## src/rtl/fifo_wr_arbiter_pkg.sv

```systemverilog
// Shared types and width helpers for the round-robin FIFO write-port arbiter.
package fifo_wr_arbiter_pkg;

    typedef enum logic [0:0] {
        IDLE = 1'b0,
        BUSY = 1'b1
    } arb_state_e;

    // Burst counter must hold the value BURST_LEN itself, and never collapse to zero width.
    function automatic int burst_cnt_width(input int burst_len);
        int w;
        w = $clog2(burst_len + 32'sd1);
        return (w < 32'sd1) ? 32'sd1 : w;
    endfunction

endpackage

```

## src/rtl/fifo_wr_arbiter_if.sv

```systemverilog
// Producer handshake plus FIFO write-port bundle seen by the arbiter.
interface fifo_wr_arbiter_if #(
    parameter int NUM_REQ = 4,
    parameter int WIDTH   = 32
);
    localparam int IW = $clog2(NUM_REQ);

    logic [NUM_REQ-1:0]       req;
    logic [NUM_REQ*WIDTH-1:0] req_data;
    logic [NUM_REQ-1:0]       req_ready;
    logic [NUM_REQ-1:0]       grant;
    logic [IW-1:0]            owner_id;
    logic                     owner_valid;
    logic [WIDTH-1:0]         wdata;
    logic                     wr_en;
    logic                     full_flag;

    modport master (
        input  req, req_data, full_flag,
        output req_ready, grant, owner_id, owner_valid, wdata, wr_en
    );

    modport slave (
        output req, req_data, full_flag,
        input  req_ready, grant, owner_id, owner_valid, wdata, wr_en
    );

endinterface

```

## src/rtl/fifo_wr_arbiter_rr_pick.sv

```systemverilog
// Combinational rotating priority encoder: first set request at or above ptr, with wrap.
module fifo_wr_arbiter_rr_pick #(
    parameter  int NUM_REQ = 4,
    localparam int IW      = $clog2(NUM_REQ)
) (
    input  logic [NUM_REQ-1:0] req,
    input  logic [IW-1:0]      ptr,
    output logic               any,
    output logic [IW-1:0]      idx
);

    logic [IW:0] cand_s;

    // Scan offsets from highest to lowest so the nearest request to ptr is the last one written.
    always_comb begin
        any    = 1'b0;
        idx    = '0;
        cand_s = '0;
        for (int i = NUM_REQ - 1; i >= 0; i--) begin
            cand_s = {1'b0, ptr} + (IW + 1)'(i);
            cand_s = (cand_s >= (IW + 1)'(NUM_REQ)) ? (cand_s - (IW + 1)'(NUM_REQ)) : cand_s;
            idx    = req[cand_s[IW-1:0]] ? cand_s[IW-1:0] : idx;
            any    = any | req[cand_s[IW-1:0]];
        end
    end

endmodule

```

## src/rtl/fifo_wr_arbiter.sv

```systemverilog
// Round-robin arbiter sharing one FIFO write port among NUM_REQ producers in bursts.
module fifo_wr_arbiter
    import fifo_wr_arbiter_pkg::*;
#(
    parameter int NUM_REQ   = 4,
    parameter int WIDTH     = 32,
    parameter int BURST_LEN = 4
) (
    input logic                clk,
    input logic                rst,
    fifo_wr_arbiter_if.master  bus
);

    localparam int IW = $clog2(NUM_REQ);
    localparam int CW = burst_cnt_width(BURST_LEN);

    arb_state_e         state_r;
    logic [NUM_REQ-1:0] grant_r;
    logic [IW-1:0]      owner_id_r;
    logic               owner_valid_r;
    logic [IW-1:0]      rr_ptr_r;
    logic [CW-1:0]      burst_cnt_r;

    logic               pick_any_s;
    logic [IW-1:0]      pick_idx_s;
    logic               owner_req_s;
    logic               xfer_s;
    logic [CW-1:0]      cnt_next_s;
    logic [IW-1:0]      ptr_next_s;
    logic [WIDTH-1:0]   wdata_s;

    fifo_wr_arbiter_rr_pick #(.NUM_REQ(NUM_REQ)) u_pick (
        .req (bus.req),
        .ptr (rr_ptr_r),
        .any (pick_any_s),
        .idx (pick_idx_s)
    );

    // full_flag gates the write path combinationally so the fifo never sees wr_en while full.
    assign owner_req_s = bus.req[owner_id_r];
    assign xfer_s      = (state_r == BUSY) && owner_req_s && !bus.full_flag;
    assign cnt_next_s  = burst_cnt_r + CW'(1);
    assign ptr_next_s  = (owner_id_r == IW'(NUM_REQ - 1)) ? IW'(0) : (owner_id_r + IW'(1));

    // Route the owner's word to the fifo while busy; drive zero when idle.
    always_comb begin
        wdata_s = '0;
        case (state_r)
            BUSY:    wdata_s = bus.req_data[owner_id_r*WIDTH +: WIDTH];
            default: wdata_s = '0;
        endcase
    end

    assign bus.wr_en       = xfer_s;
    assign bus.req_ready   = ((state_r == BUSY) && !bus.full_flag) ? grant_r : '0;
    assign bus.wdata       = wdata_s;
    assign bus.grant       = grant_r;
    assign bus.owner_id    = owner_id_r;
    assign bus.owner_valid = owner_valid_r;

    // Arbitration FSM: grant in IDLE, count burst words in BUSY, release on burst end or request drop.
    always_ff @(posedge clk or negedge rst) begin
        if (!rst) begin
            state_r       <= IDLE;
            grant_r       <= '0;
            owner_id_r    <= '0;
            owner_valid_r <= 1'b0;
            rr_ptr_r      <= '0;
            burst_cnt_r   <= '0;
        end else begin
            case (state_r)
                IDLE: begin
                    if (pick_any_s) begin
                        grant_r       <= NUM_REQ'(1) << pick_idx_s;
                        owner_id_r    <= pick_idx_s;
                        owner_valid_r <= 1'b1;
                        burst_cnt_r   <= '0;
                        state_r       <= BUSY;
                    end
                end
                BUSY: begin
                    if (!owner_req_s || (xfer_s && (cnt_next_s == CW'(BURST_LEN)))) begin
                        rr_ptr_r      <= ptr_next_s;
                        grant_r       <= '0;
                        owner_id_r    <= '0;
                        owner_valid_r <= 1'b0;
                        burst_cnt_r   <= '0;
                        state_r       <= IDLE;
                    end else if (xfer_s) begin
                        burst_cnt_r   <= cnt_next_s;
                    end
                end
                default: begin
                    grant_r       <= '0;
                    owner_id_r    <= '0;
                    owner_valid_r <= 1'b0;
                    burst_cnt_r   <= '0;
                    state_r       <= IDLE;
                end
            endcase
        end
    end

endmodule

```

## src/flat_wrapper.sv

```systemverilog
// flat-port wrapper written by rule: the top's interface ports become plain ports
module fifo_wr_arbiter_flat import fifo_wr_arbiter_pkg::*;
#(
    parameter int NUM_REQ   = 4,
    parameter int WIDTH     = 32,
    parameter int BURST_LEN = 4
)
  (clk, rst, bus_req, bus_req_data, bus_full_flag, bus_req_ready, bus_grant, bus_owner_id, bus_owner_valid, bus_wdata, bus_wr_en);
  fifo_wr_arbiter_if #(.NUM_REQ(NUM_REQ), .WIDTH(WIDTH)) bus_i ();
  input logic clk;
  input logic rst;
  input wire logic [$bits(bus_i.req)-1:0] bus_req;
  input wire logic [$bits(bus_i.req_data)-1:0] bus_req_data;
  input wire logic [$bits(bus_i.full_flag)-1:0] bus_full_flag;
  output wire logic [$bits(bus_i.req_ready)-1:0] bus_req_ready;
  output wire logic [$bits(bus_i.grant)-1:0] bus_grant;
  output wire logic [$bits(bus_i.owner_id)-1:0] bus_owner_id;
  output wire logic [$bits(bus_i.owner_valid)-1:0] bus_owner_valid;
  output wire logic [$bits(bus_i.wdata)-1:0] bus_wdata;
  output wire logic [$bits(bus_i.wr_en)-1:0] bus_wr_en;
  assign bus_i.req = bus_req;
  assign bus_i.req_data = bus_req_data;
  assign bus_i.full_flag = bus_full_flag;
  assign bus_req_ready = bus_i.req_ready;
  assign bus_grant = bus_i.grant;
  assign bus_owner_id = bus_i.owner_id;
  assign bus_owner_valid = bus_i.owner_valid;
  assign bus_wdata = bus_i.wdata;
  assign bus_wr_en = bus_i.wr_en;
  fifo_wr_arbiter #(.NUM_REQ(NUM_REQ), .WIDTH(WIDTH), .BURST_LEN(BURST_LEN)) u_core (.clk(clk), .rst(rst), .bus(bus_i));
endmodule
```

## config.mk

```make
export PLATFORM = sky130hd
export DESIGN_NAME = fifo_wr_arbiter_flat
export DESIGN_NICKNAME = d
export VERILOG_FILES = /design/src/rtl/fifo_wr_arbiter_pkg.sv /design/src/rtl/fifo_wr_arbiter_if.sv /design/src/rtl/fifo_wr_arbiter_rr_pick.sv /design/src/rtl/fifo_wr_arbiter.sv /design/src/flat_wrapper.sv
export SDC_FILE = /design/constraint.sdc
export NUM_CORES = 1
export LEC_CHECK = 0
export CORE_MARGIN = 4
export CORE_UTILIZATION = 32
export CTS_BUF_LIST = sky130_fd_sc_hd__clkbuf_16
export DETAILED_ROUTE_END_ITERATION = 10
export GPL_ROUTABILITY_DRIVEN = 0
export PLACE_DENSITY = 0.87
export SKIP_CTS_REPAIR_TIMING = 1
export SLEW_MARGIN = 20
export SYNTH_ARGS = -nofsm -noshare
export SYNTH_HDL_FRONTEND = slang
export SYNTH_HIERARCHICAL = 1
export SYNTH_SLANG_ARGS = --single-unit
```

## constraint.sdc

```tcl
create_clock -name clk -period 4.32 [get_ports clk]
set_clock_uncertainty 0.1 [all_clocks]
set_input_delay 0.432 -clock clk [delete_from_list [all_inputs] [get_ports clk]]
set_output_delay 0.432 -clock clk [all_outputs]
set_load 0.02 [all_outputs]
```

======== Word-level counts from Yosys, hierarchy flattened ========
Index checks and enable logic that the tools add are counted.
word-level totals
  flip-flop bits (word level) ............. 13
  bits of input ports ..................... 135
  output and inout port bits .............. 44
  logic and storage cells ................. 82
cells by class
  add/sub/neg operators ................... 9
  magnitude comparators ................... 9
  eq/ne operators ......................... 5
  shifts and indexed selects .............. 2
  mux-type cells .......................... 37
  bitwise logic cells ..................... 4
  reductions and logical operators ........ 10
operator list
  kind                                                                   number
  128-bit by 8-bit indexed part select with 32-bit output                1
  32-bit 2-to-1 mux                                                      1
  2-bit 2-to-1 mux                                                       11
  2-bit by 3-bit < comparator with 1-bit output, second input constant   5
  4-bit 2-to-1 mux                                                       3
  1-bit binary-select mux with 2-bit select                              5
  3-bit >= comparator, second input constant                             3
  1-bit 2-to-1 mux                                                       9
  3-bit 2-to-1 mux                                                       3
  4-bit case mux with 2 select lines                                     1
  2-bit by 1-bit subtractor with 2-bit output, second input constant     4
  2-bit by 2-bit adder with 3-bit output, second input constant          2
  3-bit case mux with 2 select lines                                     1
  2-bit AND reduction                                                    3
  1-bit logical AND                                                      4
  1-bit case mux with 2 select lines                                     2
  2-bit case mux with 2 select lines                                     1
  1-bit by 2-bit left shift with 4-bit output, first input constant      1
  2-bit by 1-bit adder with 3-bit output, second input constant          1
  3-bit by 1-bit adder with 3-bit output, second input constant          1
  3-bit == test, second input constant                                   1
  2-bit by 3-bit >= comparator with 1-bit output, second input constant  1
  3-bit != test, second input constant                                   1
  1-bit bitwise OR                                                       3
  7 further kinds                                                        8

======== Longest topological paths before layout ========
Gate-level depths: netlist of the first run.
  word-level depth ........................ 12
  mapped depth ............................ 6
  mapped depth without buffers ............ 6

======== Hierarchy ========
Netlist of the first run, hierarchy kept.
by module, submodules not included
  module                   instances  cells an instance  area each (um^2)  sequential area each (um^2)
  fifo_wr_arbiter          1          147                1682.9            325.3
  fifo_wr_arbiter_rr_pick  1          15                 81.3              0.0

======== Least setup slack after synthesis of the first run ========
Ideal clock, no wire load.
  kind .................................... reg2out
  start ................................... reg u_core.owner_id_r[0] (netlist: u_core/bus.owner_id[0])
  end ..................................... out bus_wdata[14]
  arrival time ............................ 1.693 ns
  required time ........................... 3.788 ns
  path slack .............................. 2.095 ns
  cell stages (with the launch flop) ...... 5
  buffers on the path ..................... 2
  cells stage by stage .................... dfrtp_1 -> buf_6 -> buf_2 -> mux4_2 -> and2_1
between the ends
  word-level cells in the longest chain between the ends .. 2
ends and longest elaborated chain
  element                                                  RTL line               RTL
  start, declared                                          fifo_wr_arbiter.sv:19  logic [IW-1:0] owner_id_r;
  start signal, assigned                                   fifo_wr_arbiter.sv:75  owner_id_r <= pick_idx_s;
  128-bit by 8-bit indexed part select with 32-bit output  fifo_wr_arbiter.sv:49  BUSY: wdata_s = bus.req_data[owner_id_r*WIDTH +: WIDTH];
  32-bit 2-to-1 mux                                        fifo_wr_arbiter.sv:48  case (state_r)
  end, declared                                            flat_wrapper.sv:19     output wire logic [$bits(bus_i.wdata)-1:0] bus_wdata;
No other way between the ends.

======== Worst setup path in the final report of the first run ========
  start ................................... reg u_core.owner_id_r[0] (netlist: u_core/bus.owner_id[0])
  end ..................................... out bus_wdata[20]
The elaborated chain is that of the path after synthesis.

==> results of run 1 <==
==> per-stage QoR <==
| step | area [um2] | total power [mW] |
|---|---|---|
| 6_report | 3670 | 1.95 |
| 4_1_cts | 3670 | 1.97 |
| 3_5_place_dp | 3590 | 1.79 |
| 5_1_grt | 3670 | 2.07 |
| 3_3_place_gp | 3590 | 1.75 |
| 2_1_floorplan | 1760 | 1.15 |
==> final cells by class <==
cell class,instances,area share (%)
well taps,70,2.39
multi-input cells,122,36.0
clock buffers,3,2.05
clock inverters,1,0.102
repair buffers,181,49.2
flip-flops and latches,13,8.90
inverters,13,1.33
==> final timing paths <==
kind,from,endpoint,cells past startpoint
worst min-delay path,u_core/burst_cnt_r[0],u_core/burst_cnt_r[0],1
worst max register to register,u_core/bus.owner_id[0],u_core/rr_ptr_r[1],3
worst min register to register,u_core/burst_cnt_r[0],u_core/burst_cnt_r[0],1
worst max-delay path,u_core/bus.owner_id[0],bus_wdata[20],4
max in group asynchronous,rst,u_core/bus.owner_id[0],1
min in group asynchronous,rst,u_core/bus.grant[1],1
==> worst register-to-register path, delay by kind of cell (launching register included) <==
family / cells / cell delay [ns]
mux: 2 / 0.97
compound gates: 1 / 0.19
flops: 1 / 0.58
==> logic make-up (layout without fill, tap and decap cells) <==
group                      count (synthesis)  in the layout
AOI/OAI and AO/OA                         25             25
adders and majority gates                  3              3
buffers and inverters                     27            198
DFF                                       13             13
muxes                                     38             38
and+or+nand+nor                           56             56
==> routing by layer <==
layer	wire [um]	GRT usage (%)	share of wire [%]
met5	0	0	0
met4	295	7.48	3.7
met2	4200	40.5	52
met1	2820	25.0	35
met3	706	6.62	8.8
==> placed cells by master, fill, tap and decap left out, drive strengths merged <==
master / Yosys / routed
a211oi: 1 / 1
clkdlybuf4s50: 0 / 178
nand2: 4 / 4
a2111oi: 1 / 1
nand3b: 1 / 1
dfrtp: 13 / 13
a22o: 1 / 1
ha: 3 / 3
inv: 13 / 14
and2: 33 / 33
o21bai: 1 / 1
and3b: 2 / 2
o21ai: 3 / 3
nor2: 4 / 4
a31oi: 1 / 1
and3: 1 / 1
mux4: 33 / 33
a21oi: 9 / 9
nand3: 2 / 2
o22ai: 8 / 8
nor2b: 1 / 1
nand2b: 3 / 3
buf: 6 / 3
nor3b: 1 / 1
nor3: 4 / 4
mux2: 2 / 2
mux2i: 3 / 3
clkbuf: 8 / 3
==> report_power, final <==
part	internal [mW]	leakage, nW	switching [mW]
Sequential	0.172	0.166	0.0837
Clock	0.122	0.0423	0.0465
Combinational	0.832	1.16	0.695
Total	1.13	1.37	0.825
==> sequential cells by signal, indices dropped and copies added (netlist names) <==
signal / cells
u_core/bus.grant: 4
u_core/bus.owner_id: 2
u_core/burst_cnt_r: 3
u_core/state_r: 1
u_core/bus.owner_valid: 1
u_core/rr_ptr_r: 2
==> impl_metrics.yaml, run 1 <==
cts:
  cts_sinks: 13
  clkTransAtPathRegs_ns: 0.04
  cts.htree.levels: 1
  ctsRootBufferMaster: "clkbuf_16"
  clockBufferDepth: 2
  cts_buffers: 3
  clock_latency_ns: 0.24
  cts_tree: "built"
worst_setup_path:
  critical_path_class: "flip-flop to primary output"
  crit_fanout: 25
  required_ns: 3.79
  crit_path_max_incr_delay_ns: 0.58
  crit_buf_inv: 2
  cp-end-kind: "primary output"
  critPathTopFamily: "buffers and inverters"
  reg2reg_slack_ns: 2.37
  cp.arrival_ns: 2.62
  crit_chain: "buf_4 > mux4_2 > and2_1 > clkdlybuf4s50_1"
  critical_path.slowest_cell: "dfrtp_2"
  start_kind: "flip-flop"
timing:
  fmax_mhz: 317
  hold_ws_ns: 0.392
  max-slew-margin-rel_pct: 49.1
  rsz0062_at_grt: "no"
  finalMaxSlewViolations: 0
  post-route-period-util_pct: 73.0
  setup_ws_ns: 1.17
  setup_viol_count_final: 0
  hold_viol: 0
  finalSetupTns_ns: 0
  worst-slew-pin-transition_ns: 0.763
  period_needed_ns: 3.15
routing:
  wl_per_cell_um: 19.9
  drtIter0Drc: 122
  num_vias: 2067
  via_per_inst: 5.13
  drt_pass1_iterations: 4
  route.detailed.drc: 0
  ant_nets: 0
  finalWirelength_um: 8020
final_layout:
  drive_gt1_share_pct: 12.9
  antenna_cells: 0
  n_fill_cell: 384
  final_nets: 472
  regArea_um2: 327
  multi_input_area_um2: 1320
  syn2layout_area_growth_pct: 108
  final_util_pct: 70.0
  layout.cells.non_filler: 403
grt:
  antenna_found_initial: 0
  grt_util_all_layers_pct: 22.4
  grt_pass1_vias: 2214
  grt_pass1_wl_um: 11200
  grt.overflow.total: 0
  grt_max_degree: 39
synth:
  synthCells: 162
  synthAdderAreaFrac_pct: 2.13
  synth_ff_type: "dfrtp_1"
  syn_area_um2: 1760
  synth-edff-count: 0
  synth_area_per_cell_um2: 10.9
  synth_cell_types: 31
  ys_warn_count: 6
  synth.mux.area_fraction_pct: 45.1
  syn-num-nets: 300
  synth-simple-area-share_pct: 18.7
  post_synth_main_area_contributors: "mux4_2 42%, dfrtp_1 18%, and2_1 12%"
  async_flop_share_pct: 100
  synth_top_family_by_area: "multiplexers"
  ys_ff_latch: 13
  yosysTopAreaCellShare_pct: 42.1
  synth_compound_area_share_pct: 8.94
  synth_xor_area_share_pct: 0
  seq_area_frac_synth_pct: 18.4
  synth_top_area_cell: "mux4_2"
  yosys-top-cells-count: "33 x and2_1, 33 x mux4_2, 13 x dfrtp_1, 13 x inv_1"
die:
  fp-row-count: 26
  io_pins: 179
  initial_core_util_pct: 33.7
  die_h_um: 82.3
  die_w_um: 82.3
  core_area_um2: 5240
  dieArea_um2: 6770
power:
  powerDensity_nw_per_um2: 532
  peakVddDrop_mv: 0.322
  total_leakage_power_nw: 1.37
placed_design:
  place_ws_ns: 1.39
  port_buffers: 178
  post-place-cells: 399
  dp.final_hpwl_um: 6880
outcome:
  status: "complete, no violations"
min_path:
  hp-class: "flip-flop to flip-flop"
flow_run:
  drv_cap: 0
Note: power is estimated with default switching activity, not from simulation.
==> run 2, diff against run 1 <==
--- a/config.mk
+++ b/config.mk
@@ -6,11 +6,11 @@
 export NUM_CORES = 1
 export LEC_CHECK = 0
 export CORE_MARGIN = 4
-export CORE_UTILIZATION = 32
+export CORE_UTILIZATION = 27
 export CTS_BUF_LIST = sky130_fd_sc_hd__clkbuf_16
 export DETAILED_ROUTE_END_ITERATION = 10
 export GPL_ROUTABILITY_DRIVEN = 0
-export PLACE_DENSITY = 0.87
+export PLACE_DENSITY = 0.79
 export SKIP_CTS_REPAIR_TIMING = 1
 export SLEW_MARGIN = 20
 export SYNTH_ARGS = -nofsm -noshare
==> constraint.sdc (replaced) <==
create_clock -name clk -period 2.9 [get_ports clk]
set_clock_uncertainty 0.1 [all_clocks]
set_input_delay 0.29 -clock clk [delete_from_list [all_inputs] [get_ports clk]]
set_output_delay 0.29 -clock clk [all_outputs]
set_load 0.02 [all_outputs]
==> impl_metrics.yaml, run 2 (synthesized netlist as in run 1, its figures left out) <==
outcome:
  status: "complete, no violations"
timing:
  worst-slew-pin-transition_ns: 0.593
  hold_ws_ns: 0.329
  post-route-period-util_pct: 87.6
  finalMaxSlewViolations: 0
  finalSetupTns_ns: 0
  max-slew-margin-rel_pct: 60.3
  setup_ws_ns: 0.359
  hold_viol: 0
  setup_viol_count_final: 0
  fmax_mhz: 394
  rsz0062_at_grt: "no"
  period_needed_ns: 2.54
flow_run:
  drv_cap: 0
worst_setup_path:
  rr_endpoint: "u_core/rr_ptr_r[1]"
  start_kind: "flip-flop"
  cp-end-kind: "primary output"
  crit_fanout: 9
  reg2reg_from: "u_core/bus.owner_id[0]"
  r2r_cells: 4
  reg2reg_slack_ns: 0.94
  required_ns: 2.51
  critical_path_class: "flip-flop to primary output"
  cp.arrival_ns: 2.15
die:
  io_pins: 179
  initial_core_util_pct: 27.8
  die_w_um: 88.8
  core_area_um2: 6350
  die_h_um: 88.8
  dieArea_um2: 7890
  fp-row-count: 29
routing:
  ant_nets: 0
  drtIter0Drc: 61
  via_per_inst: 4.96
  route.detailed.drc: 0
  finalWirelength_um: 7670
  num_vias: 2044
  drt_pass1_iterations: 4
  wl_per_cell_um: 18.6
cts:
  cts.htree.levels: 1
  cts_tree: "built"
  cts_buffers: 3
  ctsRootBufferMaster: "clkbuf_16"
  clkTransAtPathRegs_ns: 0.04
  cts_sinks: 13
  clockBufferDepth: 2
  clock_latency_ns: 0.24
final_layout:
  final_nets: 474
  largest_register_ffs: 4
  syn2layout_area_growth_pct: 111
  antenna_cells: 0
  layout_common_cells: "178 x clkdlybuf4s50_1, 33 x mux4_2, 33 x and2_1, 14 x inv_1, 12 x dfrtp_1"
  final_common_cell: "clkdlybuf4s50_1"
  drive_gt1_share_pct: 13.4
grt:
  grt_max_degree: 39
  grt_util_all_layers_pct: 18.1
  antenna_found_initial: 0
  grt_pass1_wl_um: 10800
  grt.overflow.total: 0
  grt_pass1_vias: 2083
placed_design:
  dp.final_hpwl_um: 6580
  port_buffers: 178
  place_ws_ns: 0.411
min_path:
  hp-class: "input pin to asynchronous set/reset pin"
power:
  powerDensity_nw_per_um2: 796
  peakVddDrop_mv: 0.493
  total_leakage_power_nw: 1.39
run 2: cell count changes in the layout (fill, tap and decap cells not counted):
cell,change
buf_12,+2
run 2: report_power, final:
part           total, mW  switching (mW)  internal (mW)
clock network      0.252          0.0711          0.181
logic               2.39            1.10           1.29
registers          0.317          0.0601          0.257
total               2.96            1.23           1.73
run 2: per-layer routing:
| metal | vias up | track usage [%] | part of all wire [%] |
|---|---|---|---|
| met4 | 0 | 3.16 | 1.3 |
| li1 | 969 | - | - |
| met2 | 92 | 33.4 | 55 |
| met1 | 975 | 20.8 | 35 |
| met5 | - | 0 | 0 |
| met3 | 8 | 5.12 | 8.8 |
run 2: worst max-delay path, stage by stage, from the launching register on:
cell and delay, ns:
dfrtp_2 0.38, buf_4 0.20, mux4_2 0.62, and2_1 0.18, clkdlybuf4s50_1 0.53
run 2: per-stage QoR:
stage          util (%)  cells  area, um2  power, mW
6_report           58.5    412       3720       2.96
5_1_grt            58.5    412       3720       3.16
4_1_cts            58.5    412       3720       2.99
3_5_place_dp       57.3    408       3640       2.72
3_3_place_gp       57.3    408       3640       2.69
2_1_floorplan         -    162       1760       1.71
run 2: final cells by class:
type | count | area [um2]
fill | 543 | 2630
multi-input combinational | 122 | 1320
inverter | 13 | 48.8
clock inverter | 1 | 3.75
clock buffer | 3 | 75.1
timing repair buffer | 183 | 1840
sequential | 13 | 327
tap | 77 | 96.3
run 2: worst max-delay path by stage:
stage | depth (start not counted) | start | to
after floorplan | 4 | u_core/bus.owner_id[0] | bus_wdata[14]
final | 4 | u_core/bus.owner_id[0] | bus_wr_en
after CTS | 4 | u_core/bus.owner_id[0] | bus_wr_en
after detailed placement | 4 | bus_req[0] | bus_wr_en
after global placement | 4 | bus_req[0] | bus_wr_en
after global routing | 4 | u_core/bus.owner_id[0] | bus_wr_en
